===== src/rtl/valu_seq.sv =====
// Vector ALU sequencer: latches a vector op on start, processes one element per step
// (multiply elements take MUL_LAT cycles on one shared multiplier), then pulses done.
//
// state | meaning
// IDLE  | waiting for start; elem_idx held at 0
// EXEC  | one add/sub/logic element per cycle
// MUL   | one multiply element every MUL_LAT cycles
// DONE  | done pulse, results final
// ERR   | done+err pulse, results left at zero
module valu_seq #(
    parameter int NLANES  = 5,
    parameter int WIDTH   = 32,
    parameter int MUL_LAT = 3
) (
    input  logic                     clk,
    input  logic                     reset,
    input  logic                     start,
    input  logic [2:0]               vlen,
    input  logic [2:0]               alu_ctrl,
    input  logic [NLANES*WIDTH-1:0]  a_flat,
    input  logic [NLANES*WIDTH-1:0]  b_flat,
    output logic                     busy,
    output logic                     done,
    output logic                     err,
    output logic [2:0]               elem_idx,
    output logic [NLANES*WIDTH-1:0]  result_flat
);

    typedef enum logic [2:0] {
        S_IDLE,
        S_EXEC,
        S_MUL,
        S_DONE,
        S_ERR
    } state_t;

    localparam logic [2:0] OP_ADD = 3'b000;
    localparam logic [2:0] OP_SUB = 3'b001;
    localparam logic [2:0] OP_AND = 3'b010;
    localparam logic [2:0] OP_OR  = 3'b011;
    localparam logic [2:0] OP_XOR = 3'b100;
    localparam logic [2:0] OP_MUL = 3'b110;

    localparam logic [2:0] NLANES_3 = 3'(NLANES);
    localparam logic [2:0] MUL_LAST = 3'(MUL_LAT - 1);

    state_t             state_q, state_d;
    logic [2:0]         idx_q, idx_d;
    logic [2:0]         cnt_q, cnt_d;
    logic [2:0]         vlen_q, vlen_d;
    logic [2:0]         op_q, op_d;
    logic [WIDTH-1:0]   a_q [NLANES];
    logic [WIDTH-1:0]   a_d [NLANES];
    logic [WIDTH-1:0]   b_q [NLANES];
    logic [WIDTH-1:0]   b_d [NLANES];
    logic [WIDTH-1:0]   res_q [NLANES];
    logic [WIDTH-1:0]   res_d [NLANES];

    logic [WIDTH-1:0]   a_cur, b_cur, alu_out, mul_lo;
    logic               last_elem, req_bad;

    assign a_cur     = a_q[idx_q];
    assign b_cur     = b_q[idx_q];
    assign last_elem = (idx_q == vlen_q - 3'd1);
    assign req_bad   = (vlen == 3'd0) || (vlen > NLANES_3)
                       || (alu_ctrl == 3'b101) || (alu_ctrl == 3'b111);
    // Truncating WIDTH x WIDTH product keeps exactly the low WIDTH bits.
    assign mul_lo    = a_cur * b_cur;

    always_comb begin
        alu_out = '0;
        case (op_q)
            OP_ADD:  alu_out = a_cur + b_cur;
            OP_SUB:  alu_out = a_cur + ~b_cur + 1'b1;
            OP_AND:  alu_out = a_cur & b_cur;
            OP_OR:   alu_out = a_cur | b_cur;
            OP_XOR:  alu_out = a_cur ^ b_cur;
            default: alu_out = '0;
        endcase
    end

    always_comb begin
        state_d = state_q;
        idx_d   = idx_q;
        cnt_d   = cnt_q;
        vlen_d  = vlen_q;
        op_d    = op_q;
        a_d     = a_q;
        b_d     = b_q;
        res_d   = res_q;
        case (state_q)
            S_IDLE: begin
                idx_d = '0;
                cnt_d = '0;
                if (start) begin
                    vlen_d = vlen;
                    op_d   = alu_ctrl;
                    for (int k = 0; k < NLANES; k++) begin
                        a_d[k]   = a_flat[k*WIDTH +: WIDTH];
                        b_d[k]   = b_flat[k*WIDTH +: WIDTH];
                        res_d[k] = '0;
                    end
                    if (req_bad)                 state_d = S_ERR;
                    else if (alu_ctrl == OP_MUL) state_d = S_MUL;
                    else                         state_d = S_EXEC;
                end
            end
            S_EXEC: begin
                res_d[idx_q] = alu_out;
                if (last_elem) state_d = S_DONE;
                else           idx_d   = idx_q + 3'd1;
            end
            S_MUL: begin
                if (cnt_q == MUL_LAST) begin
                    cnt_d        = '0;
                    res_d[idx_q] = mul_lo;
                    if (last_elem) state_d = S_DONE;
                    else           idx_d   = idx_q + 3'd1;
                end else begin
                    cnt_d = cnt_q + 3'd1;
                end
            end
            S_DONE, S_ERR: begin
                state_d = S_IDLE;
                idx_d   = '0;
            end
            default: state_d = S_IDLE;
        endcase
    end

    always_ff @(posedge clk or negedge reset) begin
        if (!reset) begin
            state_q <= S_IDLE;
            idx_q   <= '0;
            cnt_q   <= '0;
            vlen_q  <= '0;
            op_q    <= '0;
            a_q     <= '{default: '0};
            b_q     <= '{default: '0};
            res_q   <= '{default: '0};
        end else begin
            state_q <= state_d;
            idx_q   <= idx_d;
            cnt_q   <= cnt_d;
            vlen_q  <= vlen_d;
            op_q    <= op_d;
            a_q     <= a_d;
            b_q     <= b_d;
            res_q   <= res_d;
        end
    end

    assign busy     = (state_q == S_EXEC) || (state_q == S_MUL);
    assign done     = (state_q == S_DONE) || (state_q == S_ERR);
    assign err      = (state_q == S_ERR);
    assign elem_idx = idx_q;

    always_comb begin
        result_flat = '0;
        for (int k = 0; k < NLANES; k++) result_flat[k*WIDTH +: WIDTH] = res_q[k];
    end

endmodule


===== config.mk =====
export PLATFORM = sky130hd
export DESIGN_NAME = valu_seq
export DESIGN_NICKNAME = d
export VERILOG_FILES = /design/src/rtl/valu_seq.sv
export SDC_FILE = /design/constraint.sdc
export NUM_CORES = 2
export LEC_CHECK = 0
export BUFFER_PORTS_ARGS = -buffer_cell sky130_fd_sc_hd__buf_2
export CAP_MARGIN = 0
export CORE_MARGIN = 4
export CORE_UTILIZATION = 36
export CTS_CLUSTER_DIAMETER = 120
export DETAILED_ROUTE_END_ITERATION = 6
export PLACE_DENSITY = 0.53
export REMOVE_ABC_BUFFERS = 1
export SYNTH_ARGS = -nofsm -noshare
export SYNTH_HDL_FRONTEND = slang
export SYNTH_SLANG_ARGS = --single-unit

===== constraint.sdc =====
create_clock -name clk -period 9.5 [get_ports clk]
set_clock_uncertainty 0.2 [all_clocks]
set_input_delay 1.9 -clock clk [delete_from_list [all_inputs] [get_ports clk]]
set_output_delay 1.9 -clock clk [all_outputs]
set_load 0.02 [all_outputs]

==> results.md <==
- Status: finished, violations left
- Failing checks: DRC
- CTS sink count: 495
- RSZ-0062 raised after global routing: no
- Chip height: 355 um
- Cts bufs inserted: 59
- P&R area growth vs syn: 16.5%
- FMAX: 110 MHz
- Final Critical Period: 9.08 ns
- Endpoints failing setup: 0
- Largest net degree at the start of global routing: 187
- Clock Path Buffers: 3
- DP HPWL: 132000 um
- Ys flop type: dfrtp_1
- Worst hold path class: reg -> reg
- H-tree depth: 2
- First-pass GRT wire length: 260000 um
- Detail Route Antenna Nets: 0
- Commonest non-fill, non-tap cells in the layout: nand2_1 (1256), nor2_1 (564), buf_2 (493)
- Rows: 126
- Max stage delay cell, worst path: fa_1
- Final weighted congestion in routability-driven placement: 0.968
- Crit path launch type: flip-flop
- Global route total overflow: 0
- CTS tree: yes
- Mapped cell area: 43200 um2
- Worst-path fanout max: 14
- CTS Root Cell: clkbuf_16
- Final nets: 6589
- Drc violations: 5
- Max-cap violations: 0
- Register bit total from synthesis: 495
- Syn Inst Count: 5183
- Pre-CTS setup slack: 0.383 ns
- Top Ports: 495
- Final hold vios: 0
- GRT Util Overall: 27.3%
- Max-slew headroom: 12.3%
- Setup ws final: 0.419 ns
- Post-synth EDFFs: 0
- Clk_lat worst skew: 0.69 ns
- Register area share after synthesis: 28.7%
- Avg Inst Size Synth: 8.34 um2
- Share of cells above drive strength 1: 15.7%
- Slew Limit Fails: 0
- CORE AREA: 119000 um2
- Pre-antenna DRT Iters: 7
- Most frequent CP cell: fa_1
- Die area: 126000 um2
- Initial antenna violation count: 1
- Crit Path Category: reg -> reg
- Clk pin slew, worst setup/hold paths: 0.07 ns
- Synth unique cells: 93
- Port Buffer Count: 494
- Starting density of the core: 36.5%
- Hold_buf cts: 0
- Fin crit share: 95.6%
- Final WL: 174000 um
- Commonest non-fill, non-tap cell in the layout: nand2_1
- WL/cell: 23.9 um
- Starting DRT DRC Count: 3422
- CP max stage delay: 0.56 ns
- Vias in the first global route: 39913
- Die width: 355 um
- Worst Tran Pin Value: 1.30 ns
- Vias/cell: 5.36
- Setup crit end kind: flip-flop
- Data required, critical path: 9.91 ns
- DR vias: 39007
- Ys async rst share: 100%
- CP arrival: 9.49 ns
- Synth warn: 0
==> Yosys cell counts, types with 9 or more instances <==
| master | instances | area share [%] |
|---|---|---|
| nor4_1 | 9 | 0.13 |
| xor2_1 | 18 | 0.36 |
| nand2b_1 | 15 | 0.22 |
| o21a_1 | 20 | 0.35 |
| a221oi_1 | 10 | 0.20 |
| nand3_1 | 28 | 0.32 |
| inv_1 | 465 | 4.0 |
| o21ai_1 | 26 | 0.30 |
| ha_1 | 220 | 6.4 |
| buf_1 | 22 | 0.19 |
| o22a_1 | 60 | 1.2 |
| and3_1 | 11 | 0.16 |
| clkbuf_1 | 247 | 2.1 |
| nand4_1 | 9 | 0.13 |
| a211oi_1 | 31 | 0.54 |
| o21bai_1 | 22 | 0.38 |
| fa_1 | 410 | 19 |
| o31ai_1 | 18 | 0.31 |
| o32a_1 | 10 | 0.23 |
| a21oi_1 | 312 | 3.6 |
| mux2_2 | 13 | 0.34 |
| buf_2 | 25 | 0.29 |
| nor2b_1 | 12 | 0.17 |
| nand3b_1 | 10 | 0.17 |
| xnor2_1 | 68 | 1.4 |
| nor3_1 | 34 | 0.39 |
| nor2_1 | 572 | 5.0 |
| dfrtp_1 | 495 | 29 |
| clkinv_1 | 15 | 0.13 |
| o22ai_1 | 23 | 0.33 |
| a31oi_1 | 53 | 0.77 |
| o21ai_0 | 261 | 3.0 |
| o2bb2ai_1 | 24 | 0.49 |
| o211ai_1 | 15 | 0.26 |
| a21o_1 | 41 | 0.71 |
| mux2i_1 | 114 | 2.6 |
| nand2_1 | 1257 | 11 |
==> metrics by stage <==
| step | utilization, % | area, um2 | instances | hold WS [ns] | TNS (ns) |
|---|---|---|---|---|---|
| 2_1_floorplan | - | 41900 | 4872 | 0.237 | -1292.76 |
| 3_3_place_gp | 40.7 | 48200 | 7169 | 0.252 | 0 |
| 3_5_place_dp | 40.7 | 48200 | 7169 | 0.255 | 0 |
| 4_1_cts | 42.5 | 50400 | 7280 | 0.270 | 0 |
| 5_1_grt | 42.5 | 50400 | 7280 | 0.290 | 0 |
| 6_report | 42.5 | 50400 | 7281 | 0.267 | 0 |
==> state kept, by name, summed over array words and instances (netlist names) <==
name         flops
vlen_q           3
a_q            160
result_flat    160
b_q            160
cnt_q            3
op_q             3
state_q          3
elem_idx         3
==> layer usage <==
metal  global-route usage [%]  vias up  part of all wire [%]
li1                         -    17752                     -
met1                     35.7    19478                    41
met2                     45.5     1478                    47
met3                     5.06      297                   7.2
met4                     9.64        2                   3.9
met5                    0.846        -                 0.086
==> area by class of cell <==
cell class,instances,area [um2]
Multi-Input combinational cell,3891,27800
Antenna cell,1,2.50
Sequential cell,495,12400
Clock inverter,34,485
Clock buffer,77,1640
Fill cell,12141,68200
Inverter,486,1830
Timing Repair Buffer,697,4250
Tap cell,1600,2000
==> final timing paths <==
| path | startpoint | endpoint | slack, ns | cells after the start |
|---|---|---|---|---|
| setup reg to reg | elem_idx[1] | result_flat[159] | 0.42 | 26 |
| max in group asynchronous | reset | b_q[88] | 6.07 | 3 |
| hold reg to reg | b_q[27] | b_q[27] | 0.27 | 2 |
| setup / recovery | elem_idx[1] | result_flat[159] | 0.42 | 26 |
| hold / removal | b_q[27] | b_q[27] | 0.27 | 2 |
| min in group asynchronous | reset | a_q[130] | 1.03 | 1 |
==> repair_timing <==
item | 4_1_cts | 5_1_grt
setup buffers | 0 | 0
gates resized for setup | 0 | 4
setup endpoints to repair | 0 | 3
==> worst max-delay path, delay by kind of cell (launching register included) <==
family | cells | cell delay, ns
adder cells (fa/ha/maj) | 9 | 4.36
AO/OA/AOI/OAI | 9 | 1.70
buffers and inverters | 4 | 1.00
AND/OR/NAND/NOR | 3 | 0.81
flip-flops | 1 | 0.51
XOR/XNOR | 1 | 0.42
==> cell families (layout without fill, tap and decap cells) <==
family / count (synthesis) / count (layout) / share of synthesized area, %
simple gates: 2000 / 2000 / 18.3
compound gates: 1037 / 1037 / 15.2
buf+inv: 797 / 1294 / 7.40
fa+ha+maj: 630 / 630 / 25.4
flops: 495 / 495 / 28.7
mux: 134 / 134 / 3.19
xor+xnor: 90 / 90 / 1.94
other cells: 0 / 1 / 0
Power is not shown: default switching activity piles up to over one toggle a cycle in this logic, so the estimate is an artifact.
